### config.mk
export PLATFORM = sky130hd
export DESIGN_NAME = rom_stream_reader
export DESIGN_NICKNAME = d
export VERILOG_FILES = /design/src/rtl/rom_rd_pkg.sv /design/src/rtl/rom_rd_fifo.sv /design/src/rtl/rom_stream_reader.sv
export SDC_FILE = /design/constraint.sdc
export NUM_CORES = 1
export LEC_CHECK = 0
export ABC_AREA = 1
export CAP_MARGIN = 20
export CORE_UTILIZATION = 56
export DETAILED_ROUTE_END_ITERATION = 8
export GPL_TIMING_DRIVEN = 1
export PLACE_DENSITY = 0.92
export SKIP_LAST_GASP = 1
export SLEW_MARGIN = 30
export SYNTH_ARGS = -nofsm -noshare
export SYNTH_HDL_FRONTEND = slang
export SYNTH_SLANG_ARGS = --single-unit
### constraint.sdc
create_clock -name clk -period 2.1 [get_ports clk]
set_input_delay 0.63 -clock clk [delete_from_list [all_inputs] [get_ports clk]]
set_output_delay 0.63 -clock clk [all_outputs]
set_load 0.01 [all_outputs]
### src/rtl/rom_rd_pkg.sv
// Shared types and constants for the ROM stream reader: FSM states, buffer
// depth and the mapping from the ROM's OUTPUT_REG setting to read latency.
package rom_rd_pkg;

    typedef enum logic [1:0] {
        IDLE  = 2'd0,
        ISSUE = 2'd1,
        DRAIN = 2'd2
    } rd_state_e;

    localparam int FIFO_DEPTH = 4;
    localparam int PTR_W      = $clog2(FIFO_DEPTH);
    localparam int OCC_W      = $clog2(FIFO_DEPTH + 1);

    // A registered ROM output adds one cycle on top of the array read.
    function automatic int lat_of(input string output_reg);
        return (output_reg == "TRUE") ? 2 : 1;
    endfunction

endpackage

### src/rtl/rom_rd_fifo.sv
// Small synchronous FIFO holding {last, data} words returned by the ROM,
// with an occupancy count used by the reader's credit logic.
module rom_rd_fifo
    import rom_rd_pkg::*;
#(
    parameter int WIDTH = 17
) (
    input  logic             clk,
    input  logic             rst_n,
    input  logic             wr_en,
    input  logic [WIDTH-1:0] wr_data,
    input  logic             rd_en,
    output logic [WIDTH-1:0] rd_data,
    output logic [OCC_W-1:0] occ
);

    logic [WIDTH-1:0] mem [FIFO_DEPTH];
    logic [PTR_W-1:0] wr_ptr;
    logic [PTR_W-1:0] rd_ptr;
    logic             do_wr;
    logic             do_rd;

    assign do_wr   = wr_en && (occ != OCC_W'(FIFO_DEPTH));
    assign do_rd   = rd_en && (occ != '0);
    assign rd_data = mem[rd_ptr];

    always_ff @(posedge clk or negedge rst_n) begin
        if (!rst_n) begin
            for (int i = 0; i < FIFO_DEPTH; i++) begin
                mem[i] <= '0;
            end
            wr_ptr <= '0;
            rd_ptr <= '0;
            occ    <= '0;
        end else begin
            if (do_wr) begin
                mem[wr_ptr] <= wr_data;
                wr_ptr      <= wr_ptr + PTR_W'(1);
            end
            if (do_rd) begin
                rd_ptr <= rd_ptr + PTR_W'(1);
            end
            case ({do_wr, do_rd})
                2'b10:   occ <= occ + OCC_W'(1);
                2'b01:   occ <= occ - OCC_W'(1);
                default: occ <= occ;
            endcase
        end
    end

endmodule

### src/rtl/rom_stream_reader.sv
// Drains a contiguous ROM address range onto a valid/ready stream, tracking
// the ROM read latency. Define ROM_RD_LOOP_EN to honour the loop replay input.
//
// state | meaning
// IDLE  | waiting for start; zero-length start just pulses done
// ISSUE | issuing one ROM read per cycle while buffer credit allows
// DRAIN | all reads issued; waiting for the buffer to empty
module rom_stream_reader
    import rom_rd_pkg::*;
#(
    parameter int    DATA_WIDTH = 16,
    parameter int    ADDR_WIDTH = 8,
    parameter string OUTPUT_REG = "FALSE"
) (
    input  logic                  clk,
    input  logic                  rst_n,
    input  logic                  start,
    input  logic [ADDR_WIDTH-1:0] start_addr,
    input  logic [ADDR_WIDTH:0]   length,
    input  logic                  loop,
    output logic                  busy,
    output logic                  done,
    output logic [ADDR_WIDTH-1:0] rom_addr,
    input  logic [DATA_WIDTH-1:0] rom_data,
    output logic [DATA_WIDTH-1:0] m_data,
    output logic                  m_valid,
    output logic                  m_last,
    input  logic                  m_ready
);

    localparam int LAT = lat_of(OUTPUT_REG);
    localparam int CW  = ADDR_WIDTH + 1;

    rd_state_e             state;
    rd_state_e             state_nxt;
    logic                  done_q;
    logic                  done_nxt;

    logic [ADDR_WIDTH-1:0] addr_q;
    logic [ADDR_WIDTH-1:0] start_q;
    logic [CW-1:0]         rem_q;
    logic [CW-1:0]         len_q;
    logic [LAT-1:0]        vld_q;
    logic [LAT-1:0]        lst_q;
    int                    inflight;

    logic                  credit_ok;
    logic                  issue;
    logic                  last_issue;
    logic                  loop_en;
    logic                  accept;
    logic                  pop;

    logic [OCC_W-1:0]      fifo_occ;
    logic [DATA_WIDTH:0]   fifo_head;

`ifdef ROM_RD_LOOP_EN
    assign loop_en = loop;
`else
    assign loop_en = loop & 1'b0;
`endif

    always_comb begin
        inflight = 0;
        for (int i = 0; i < LAT; i++) begin
            if (vld_q[i]) inflight = inflight + 1;
        end
    end

    // Reads already in the ROM pipeline count against buffer space.
    assign credit_ok  = (int'(fifo_occ) + inflight) < FIFO_DEPTH;
    assign issue      = (state == ISSUE) && credit_ok;
    assign last_issue = issue && (rem_q == CW'(1));
    assign accept     = (state == IDLE) && start && (length != '0);
    assign pop        = m_valid && m_ready;
    assign rom_addr   = addr_q;

    always_ff @(posedge clk or negedge rst_n) begin
        if (!rst_n) begin
            state  <= IDLE;
            done_q <= 1'b0;
        end else begin
            state  <= state_nxt;
            done_q <= done_nxt;
        end
    end

    always_comb begin
        state_nxt = state;
        done_nxt  = 1'b0;
        case (state)
            IDLE: begin
                if (start) begin
                    if (length != '0) state_nxt = ISSUE;
                    else              done_nxt  = 1'b1;
                end
            end
            ISSUE: begin
                if (last_issue && !loop_en) state_nxt = DRAIN;
            end
            DRAIN: begin
                // Finish on the cycle the final buffered beat is taken.
                if ((inflight == 0) &&
                    ((fifo_occ == '0) || ((fifo_occ == OCC_W'(1)) && pop))) begin
                    state_nxt = IDLE;
                    done_nxt  = 1'b1;
                end
            end
            default: state_nxt = IDLE;
        endcase
    end

    always_comb begin
        busy    = (state != IDLE);
        done    = done_q;
        m_valid = (fifo_occ != '0);
        m_data  = m_valid ? fifo_head[DATA_WIDTH-1:0] : '0;
        m_last  = m_valid & fifo_head[DATA_WIDTH];
    end

    always_ff @(posedge clk or negedge rst_n) begin
        if (!rst_n) begin
            addr_q  <= '0;
            start_q <= '0;
            rem_q   <= '0;
            len_q   <= '0;
        end else if (accept) begin
            addr_q  <= start_addr;
            start_q <= start_addr;
            rem_q   <= length;
            len_q   <= length;
        end else if (issue) begin
            if (last_issue && loop_en) begin
                addr_q <= start_q;
                rem_q  <= len_q;
            end else begin
                addr_q <= addr_q + ADDR_WIDTH'(1);
                rem_q  <= rem_q - CW'(1);
            end
        end
    end

    always_ff @(posedge clk or negedge rst_n) begin
        if (!rst_n) begin
            vld_q <= '0;
            lst_q <= '0;
        end else begin
            vld_q[0] <= issue;
            lst_q[0] <= last_issue;
            for (int i = 1; i < LAT; i++) begin
                vld_q[i] <= vld_q[i-1];
                lst_q[i] <= lst_q[i-1];
            end
        end
    end

    rom_rd_fifo #(
        .WIDTH (DATA_WIDTH + 1)
    ) u_fifo (
        .clk     (clk),
        .rst_n   (rst_n),
        .wr_en   (vld_q[LAT-1]),
        .wr_data ({lst_q[LAT-1], rom_data}),
        .rd_en   (pop),
        .rd_data (fifo_head),
        .occ     (fifo_occ)
    );

endmodule

=== After elaboration in Yosys (flattened, before gate mapping) ===
Cells that the tools add are included.

* Output and inout bits: 28
* Memory bits (read-only): 0
* Memories kept: 0
* RAM bits: 0
* Logic and storage cells: 80
* Bits in latches: 0
* Bits in registers: 97
* Input bits: 38

* Magnitude comparators: 4
* $mul: 0
* Shift-type cells: 0
* Equality and inequality tests: 11
* Muxes and demuxes: 22
* Reductions and logical operators: 20
* Bitwise logic cells: 3
* Div/mod/pow operators: 0
* Add/subtract/negate cells: 7

{| class="wikitable"
|+ Operator list
! cell !! number
|-
| $bwmux 68 || 1
|-
| $mux 17 || 3
|-
| $bmux 17 s2 || 1
|-
| $demux 17 s2 || 1
|-
| $logic_not 32->1 || 1
|-
| $mux 9 || 2
|-
| $mux 16 || 1
|-
| $mux 8 || 2
|-
| $logic_and 1x1->1 || 10
|-
| $eq 9x1->1 const B || 1
|-
| $reduce_bool 9->1 || 1
|-
| $sub 9x1->9 const B || 1
|-
| $add 8x1->8 const B || 1
|-
| $mux 2 || 4
|-
| $ge 3x3->1 const B || 2
|-
| $ne 2x2->1 const B || 3
|-
| $not 2->3 || 2
|-
| $pmux 2 s3 || 1
|-
| $pmux 3 s2 || 1
|-
| $reduce_bool 2->1 || 3
|-
| $add 2x1->2 const B || 2
|-
| $add 3x1->4 || 1
|-
| $eq 2x1->1 const B || 2
|-
| $eq 2x2->1 const B || 2
|-
| other kinds (15) || 18
|}

=== Logic depth before layout (Yosys ltp) ===
Gate-level depths: netlist (run 1).

* Word-level depth: 7
* Depth in mapped cells: 11
* Depth with buffers taken out: 11

=== Hierarchy ===
Synthesis (run 1) repeated with hierarchy kept, for this count alone.

* Cell total of the unflattened synthesis: 698
* Area, all modules: 5412.7 µm²

{| class="wikitable"
|+ Modules (own cells, without submodules)
! module !! cells an instance !! seq. area each (µm²) !! times used !! area each (µm²)
|-
| rom_rd_fifo || 469 || 1876.8 || 1 || 3772.4
|-
| rom_stream_reader || 229 || 550.5 || 1 || 1640.3
|}

=== Least setup slack after synthesis (run 1) ===
No wires, ideal clock.

* Kind: register to output
* Start: register u_fifo.occ[0]
* End: output port m_valid
* Arrival time: 1.292 ns
* Cell stages (with the launch flop): 7
* Required time: 1.470 ns
* Path buffers: 1
* Path slack: 0.178 ns
* Cell sequence: dfrtp_1 -> inv_1 -> ha_1 -> inv_1 -> nor2_2 -> buf_2 -> inv_1

* Cells in the longest elaborated chain, start to end: 1

{| class="wikitable"
|+ Ends and longest elaborated chain
! item !! RTL line !! source
|-
| start: declaration || rom_rd_fifo.sv:14 || <nowiki>output logic [OCC_W-1:0] occ</nowiki>
|-
| start signal: assignment || rom_rd_fifo.sv:44 || <nowiki>2'b10: occ <= occ + OCC_W'(1);</nowiki>
|-
| start signal: assignment || rom_rd_fifo.sv:45 || <nowiki>2'b01: occ <= occ - OCC_W'(1);</nowiki>
|-
| $reduce_bool 3->1 || rom_stream_reader.sv:116 || <nowiki>m_valid = (fifo_occ != '0);</nowiki>
|-
| end: declaration || rom_stream_reader.sv:26 || <nowiki>output logic m_valid,</nowiki>
|}

No other way between the ends.

=== Worst setup path after layout (run 1) ===
* Start: register u_fifo.rd_ptr[0]
* End: output port m_data[13]

* Cells in the longest elaborated chain, start to end: 5

{| class="wikitable"
|+ Ends and longest elaborated chain
! item !! RTL line !! source
|-
| start: declaration || rom_rd_fifo.sv:19 || <nowiki>logic [PTR_W-1:0] rd_ptr;</nowiki>
|-
| start signal: assignment || rom_rd_fifo.sv:41 || <nowiki>rd_ptr <= rd_ptr + PTR_W'(1);</nowiki>
|-
| $not 2->3 (implied by the code) || rom_rd_fifo.sv:25 || <nowiki>assign rd_data = mem[rd_ptr];</nowiki>
|-
| $bmux 17 s2 || rom_rd_fifo.sv:25 ||
|-
| $mux 17 (implied by the code) (2 in series) || rom_rd_fifo.sv:25 ||
|-
| $mux 16 || rom_stream_reader.sv:117 || <nowiki>m_data = m_valid ? fifo_head[DATA_WIDTH-1:0] : '0;</nowiki>
|-
| end: declaration || rom_stream_reader.sv:25 || <nowiki>output logic [DATA_WIDTH-1:0] m_data,</nowiki>
|}

No other way between the ends. The select of a mux whose other input is x is not followed.

==> results of run 1 <==
layout make-up:
type                    instances  area (um2)
well taps                     108         135
multi-input cells             429        2390
clock buffers                  10         138
inverters                      49         203
repair buffers                107         998
clock inverters                 6        65.1
flip-flops and latches         97        2430
fillers                       623        2440
what timing repair did:
action                     in CTS  in global routing
setup buffers                  13                  3
setup endpoints to repair      19                 19
hold endpoints to repair        0                  0
cloned                          1                  0
resized for setup             112                 37
pin swaps                       5                  7
worst register-to-register path: stages, from the launching register on:
cell,delay (ns)
dfrtp_1,0.37
inv_2,0.06
ha_4,0.17
inv_4,0.06
nor2_4,0.04
buf_12,0.14
buf_4,0.13
nor2_2,0.13
ha_1,0.23
inv_1,0.05
o21ai_0,0.21
xor2_1,0.17
inv_1,0.05
placed cells by master (no fill, tap or decap), drive strengths merged:
| cell type | instances |
|---|---|
| clkinvlp | 1 |
| o32ai | 1 |
| nor2 | 89 |
| clkinv | 3 |
| clkbuf | 10 |
| o21bai | 3 |
| nand4 | 3 |
| buf | 62 |
| nand3 | 50 |
| o21ai | 110 |
| ha | 12 |
| dlygate4sd2 | 1 |
| bufinv | 1 |
| xor2 | 10 |
| inv | 50 |
| xnor2 | 3 |
| clkdlybuf4s50 | 44 |
| nand2 | 123 |
| dfrtp | 97 |
| nand3b | 2 |
| or2 | 4 |
| a21boi | 2 |
| a21oi | 17 |
state kept, by name, summed over array words and instances, names as in the netlist:
name           cells
rom_addr           8
u_fifo.wr_ptr      2
rem_q              9
u_fifo.rd_ptr      2
u_fifo.occ         3
done               1
vld_q              1
lst_q              1
u_fifo.mem        68
state              2
metal layers:
layer / global-route usage / share of wire
met1: 0.319 / 0.39
met2: 0.497 / 0.54
met3: 0.0360 / 0.045
met4: 0.119 / 0.021
met5: 0 / 0
per-stage QoR:
stage          hold slack [ns]  power (mW)
2_1_floorplan            0.334        6.92
3_3_place_gp             0.460        8.45
3_5_place_dp             0.464        8.77
4_1_cts                  0.159        10.3
5_1_grt                  0.172        11.5
6_report                 0.166        10.7
worst paths after layout:
kind                                              startpoint                         end  slack (ns)  depth (start not counted)
worst min-delay path                                   rst_n  u_fifo.mem[36]$_DFFE_PN0P_        0.17                          1
max in group asynchronous                              rst_n     rom_addr[4]$_DFFE_PN0P_        1.33                          2
worst max-delay path            u_fifo.rd_ptr[0]$_DFFE_PN0P_                  m_data[13]       -0.15                          7
worst max register to register     u_fifo.occ[1]$_DFFE_PN0P_   u_fifo.occ[2]$_DFFE_PN0P_        0.20                         12
worst min register to register    u_fifo.mem[12]$_DFFE_PN0P_  u_fifo.mem[12]$_DFFE_PN0P_        0.49                          2
min in group clk                  u_fifo.mem[12]$_DFFE_PN0P_  u_fifo.mem[12]$_DFFE_PN0P_        0.49                          2
power by group:
group,internal [mW],total (mW),switching (mW)
Clock,0.588,1.26,0.673
Sequential,2.76,3.43,0.665
Combinational,2.62,6.01,3.40
Total,5.97,10.7,4.73
logic make-up after synthesis:
logic type / Yosys count / synth area share
simple gates: 271 / 0.236
compound gates: 133 / 0.154
flops: 97 / 0.474
buf+inv: 78 / 0.0848
xor+xnor: 13 / 0.0222
fa+ha+maj: 12 / 0.0293
==> impl_metrics.ini, run 1 <==
[synth]
yosys.area.top_type = dfrtp_1
synthTopCellsByArea = dfrtp_1, nand2_1, nor2_1
ys.flop_type = dfrtp_1
yosysTopAreaCellShare = 0.474
synth_edf_count = 0
synth_common_cells = nand2_1, dfrtp_1, nor2_1
yosysWarnings = 0
ys_types = 34
syn_nets = 654
ys_seq_area_frac = 0.474
syn_area_um2 = 5120
syn_avg_cell_area_um2 = 8.48
yosysMostFrequentCell = nand2_1
synth-seq-cells = 97
synth_async_sr_flop_share = 1.00
syn_inst = 604

[place]
post-place-cells = 773
dpl_cell_area_um2 = 5900
port_buffers = 64
hpwlAfterDp_mm = 7.90
routabilityCongestion = 0.832
pre_cts_ws_ns = -0.171

[floorplanning]
core_um2 = 8810
core.rowCount = 34
die_h_um = 97.6
initial_core_util = 0.582
die_area_um2 = 9530
die_w_um = 97.6
boundaryPins = 66

[finish]
drive_gt1_frac = 0.226
post-route-util = 0.723
nets = 743
final_cell_count_no_fill = 806
area_growth_pct = 24.2
diodes = 0
fin_area_um2 = 6360

[critical_path]
cpMaxStageDelayCell = dfrtp_2
crit_type = reg -> out
crit_required_ns = 1.47
path_cells = buf_6 -> buf_6 -> nor2_4 -> nor2_2 -> o21ai_1 -> a21oi_2 -> buf_2
cp-end-kind = primary output
cp_data_arrival_time_ns = 1.62
critPathMaxFanout = 9
path_delay_family = buffers and inverters
crit_top_cell = buf_6
critPathBufInv = 3
cp_slowest_stage_delay_ns = 0.39
startpoint_type = flip-flop

[routing]
ant_nets = 0
vias = 4507
drtIter0Drc = 187
post_drt_wl_per_cell_um = 15.5
drt-total-wl_mm = 12.5
drc = 6
via_per_inst = 5.59
dr.pass1.iters = 7

[global_routing]
grt_usage = 0.272
grt_pass1_wl_mm = 20.8
grt_max_degree = 35
gr-total-overflow = 0
antenna_found_initial = 0
grt_pass1_vias = 4651

[power_and_ir_drop]
ir_drop_mv = 0.855
cellPowerDensity_nw_per_um2 = 1680
leakagePower_nw = 2.99

[clocking]
insertion_delay_ns = 0.36
cts_buffer_depth = 2
cts_tree = yes
clkSinkCount = 97
cts_made_buffers = 9
cts-root-buf = clkbuf_8
hold_buffers = 0
ctsHtreeMaxLevel = 3
path_clk_slew_ns = 0.10

[timing]
hold_violations = 0
period_minus_slack_ns = 2.25
finClkSkew_ns = 0.0164
grt_setup_unrepaired = yes
setup_viol = 18
tns_ns = -1.91
worstMarginPinSlew_ns = 0.344
slew_headroom = 0.771
report.final.slew_viol_count = 0
timing.fmax_mhz = 445
layout_setup_ws_ns = -0.146
min_period_over_period = 1.07

[worst_hold_path]
min_path_type = in -> async

[outcome]
status = complete, but fails checks
violations = DRC, setup timing

[flow_run]
drv_cap = 0
Note: power is estimated with default switching activity, not from simulation.
==> run 2, diff against run 1 <==
--- a/config.mk
+++ b/config.mk
@@ -10,6 +10,7 @@
 export CORE_UTILIZATION = 56
 export DETAILED_ROUTE_END_ITERATION = 8
 export GPL_TIMING_DRIVEN = 1
+export HOLD_SLACK_MARGIN = 0.02
 export PLACE_DENSITY = 0.92
 export SKIP_LAST_GASP = 1
 export SLEW_MARGIN = 30
==> results of run 2 <==
The final DEF is identical to that of run 1; final timing and power are the same.
==> run 3, diff against run 2 <==
--- a/config.mk
+++ b/config.mk
@@ -5,13 +5,14 @@
 export SDC_FILE = /design/constraint.sdc
 export NUM_CORES = 1
 export LEC_CHECK = 0
-export ABC_AREA = 1
+export ABC_AREA = 0
 export CAP_MARGIN = 20
-export CORE_UTILIZATION = 56
+export CORE_MARGIN = 4
+export CORE_UTILIZATION = 55
 export DETAILED_ROUTE_END_ITERATION = 8
 export GPL_TIMING_DRIVEN = 1
 export HOLD_SLACK_MARGIN = 0.02
-export PLACE_DENSITY = 0.92
+export PLACE_DENSITY = 0.91
 export SKIP_LAST_GASP = 1
 export SLEW_MARGIN = 30
 export SYNTH_ARGS = -nofsm -noshare
==> run 3 against run 2 <==
The flow finishes with violations (setup timing). Highest routed layer unchanged. Clock skew up 0.00076 ns. Largest cell class unchanged. Design area decreased by 4.7%. Fmax is 7.5% lower. First-iteration DRC count is 19% lower. Total power fell by 6.0%. Via count is 27% lower. Core utilization rose by 1.2 points. Cell count down 30%. Area after synthesis fell by 8.1%.
==> impl_metrics.ini, run 3 <==
[timing]
report.final.slew_viol_count = 0
worstMarginPinSlew_ns = 0.452
period_minus_slack_ns = 2.43
grt_setup_unrepaired = yes
slew_headroom = 0.696
hold_violations = 0
setup_viol = 17
timing.fmax_mhz = 412
min_period_over_period = 1.16
finClkSkew_ns = 0.0172
whs_ns = 0.144
layout_setup_ws_ns = -0.327

[routing]
ant_nets = 0
routed.top_layer = met4
via_per_inst = 5.85
wl_met1_mm = 4.40
vias = 3286
drc = 0
dr.pass1.iters = 4
dr_wl_met3_um = 667
wl_met2_mm = 5.75
post_drt_wl_per_cell_um = 19.5
drtIter0Drc = 152
drt-total-wl_mm = 10.9

[synth]
muxShareOfSynthArea = 0.250
synth_compound_area_frac = 0.0616
synth_common_cells = dfrtp_1, mux2_2, and2_1
yosysTopAreaCellShare = 0.515
yosysMostFrequentCell = dfrtp_1
ys_seq_area_frac = 0.515
yosys.area.top_type = dfrtp_1
ys_types = 51
syn_inst = 346
synthAdderAreaFrac = 0.0319
synthTopCellsByArea = dfrtp_1, mux2_2, mux4_2
synth-seq-cells = 97
synthXorXnorAreaFrac = 0.0167
yosys.area_share.simple = 0.103
synth_async_sr_flop_share = 1.00
yosysWarnings = 0
syn_nets = 396
synth_top_family_by_area = multiplexers
syn_area_um2 = 4710
ys.flop_type = dfrtp_1
synth_edf_count = 0
syn_avg_cell_area_um2 = 13.6

[floorplanning]
die_h_um = 101
core.rowCount = 33
die_area_um2 = 10100
core_um2 = 8260
initial_core_util = 0.570
boundaryPins = 66
die_w_um = 101

[critical_path]
crit_required_ns = 1.47
crit_cells = 5
regToRegStartpoint = u_fifo.occ[1]$_DFFE_PN0P_
reg2reg_slack_ns = 0.14
cp-end-kind = primary output
endpoint = m_data[10]
crit_type = reg -> out
startpoint_type = flip-flop
path_cells = buf_6 -> buf_12 -> mux4_2 -> and2_4 -> buf_2
path_delay_family = multiplexers
critPathMaxFanout = 4
ff2ff_path_depth = 9
cp_slowest_stage_delay_ns = 0.48
cpMaxStageDelayCell = mux4_2
cp_data_arrival_time_ns = 1.80
setup.worst_path.start = u_fifo.rd_ptr[0]$_DFFE_PN0P_
critPathBufInv = 3
rr_endpoint = u_fifo.occ[2]$_DFFE_PN0P_

[place]
port_buffers = 64
hpwlAfterDp_mm = 7.15
routabilityCongestion = 0.928
dpl_cell_area_um2 = 5690

[outcome]
status = complete, but fails checks
violations = setup timing

[power_and_ir_drop]
ir_drop_mv = 0.720
internal_power_mw = 6.54
leakagePower_nw = 2.65
p_sw_frac = 0.350
clkPwrFrac = 0.113
power.switching_mw = 3.52
seqPwrFrac = 0.338
pwr-share-comb = 0.549
cellPowerDensity_nw_per_um2 = 1660

[clocking]
hold_buffers = 0
path_clk_slew_ns = 0.11
cts_made_buffers = 9
ctsHtreeMaxLevel = 3
cts_buffer_depth = 2
cts-root-buf = clkbuf_8
insertion_delay_ns = 0.37
clkSinkCount = 97
cts_tree = yes

[finish]
diodes = 0
final_common_cell = dfrtp_1
regMostFlops = u_fifo.mem
fin_area_um2 = 6070
largest_reg_flops = 68
area_growth_pct = 28.8
post-route-util = 0.735
nets = 502
most-common-layout-cells = dfrtp_1, mux2_2, clkdlybuf4s50_1
drive_gt1_frac = 0.431

[global_routing]
antenna_found_initial = 0
grt_max_degree = 45
grt_usage = 0.232
gr-total-overflow = 0
grt_pass1_vias = 3559
grt_pass1_wl_mm = 17.7

[worst_hold_path]
min_path_type = in -> async

[flow_run]
drv_cap = 0
run 3: worst min-delay path by stage:
stage               cells past startpoint                    endpoint  slack, ns
finish                                  1  u_fifo.mem[66]$_DFFE_PN0P_       0.14
global route                            1  u_fifo.mem[66]$_DFFE_PN0P_       0.13
CTS                                     1  u_fifo.mem[27]$_DFFE_PN0P_       0.14
detailed placement                      1  u_fifo.mem[17]$_DFFE_PN0P_       0.49
global placement                        1  u_fifo.mem[28]$_DFFE_PN0P_       0.48
floorplan                               0              done$_DFF_PN0_       0.33
run 3: through the flow:
| step | worst slack (ns) | power (mW) | std cells | TNS, ns |
|---|---|---|---|---|
| floorplan | 0.0581 | 6.38 | 346 | 0 |
| global placement | -0.402 | 8.12 | 535 | -10.23 |
| detailed placement | -0.461 | 8.39 | 535 | -12.00 |
| CTS | -0.341 | 9.72 | 561 | -5.34 |
| global route | -0.406 | 10.7 | 562 | -6.03 |
| finish | -0.327 | 10.1 | 562 | -4.65 |
run 3: area by class of cell:
class	count	area, um2
Clock inverter	6	40.0
Tap cell	105	131
Sequential cell	97	2430
Inverter	11	41.3
Multi-Input combinational cell	228	2270
Fill cell	531	2190
Timing Repair Buffer	105	1020
Clock buffer	10	138
run 3: kinds of logic after synthesis:
kind of cell,after synthesis
flops,97
mux,88
simple gates,82
compound gates,36
buf+inv,22
fa+ha+maj,12
xor+xnor,9
run 3: power groups by stage:
stage / logic [mW] / clock network [mW] / registers (mW)
2_1_floorplan: 3.13 / 0 / 3.24
4_1_cts: 5.23 / 1.14 / 3.35
3_5_place_dp: 5.01 / 0 / 3.38
5_1_grt: 5.96 / 1.25 / 3.49
3_3_place_gp: 4.82 / 0 / 3.30
6_report: 5.52 / 1.14 / 3.40
run 3: what timing repair did:
item	4_1_cts	5_1_grt
gates resized for setup	102	15
setup buffers	9	3
cloned	2	0
setup endpoints to repair	95	37
pin swaps	17	4
run 3: routing by layer:
layer | global-route usage | vias to the layer above
li1 | - | 1489
met1 | 0.274 | 1689
met2 | 0.417 | 98
met3 | 0.0657 | 10
met4 | 0.0560 | 0
met5 | 0 | -
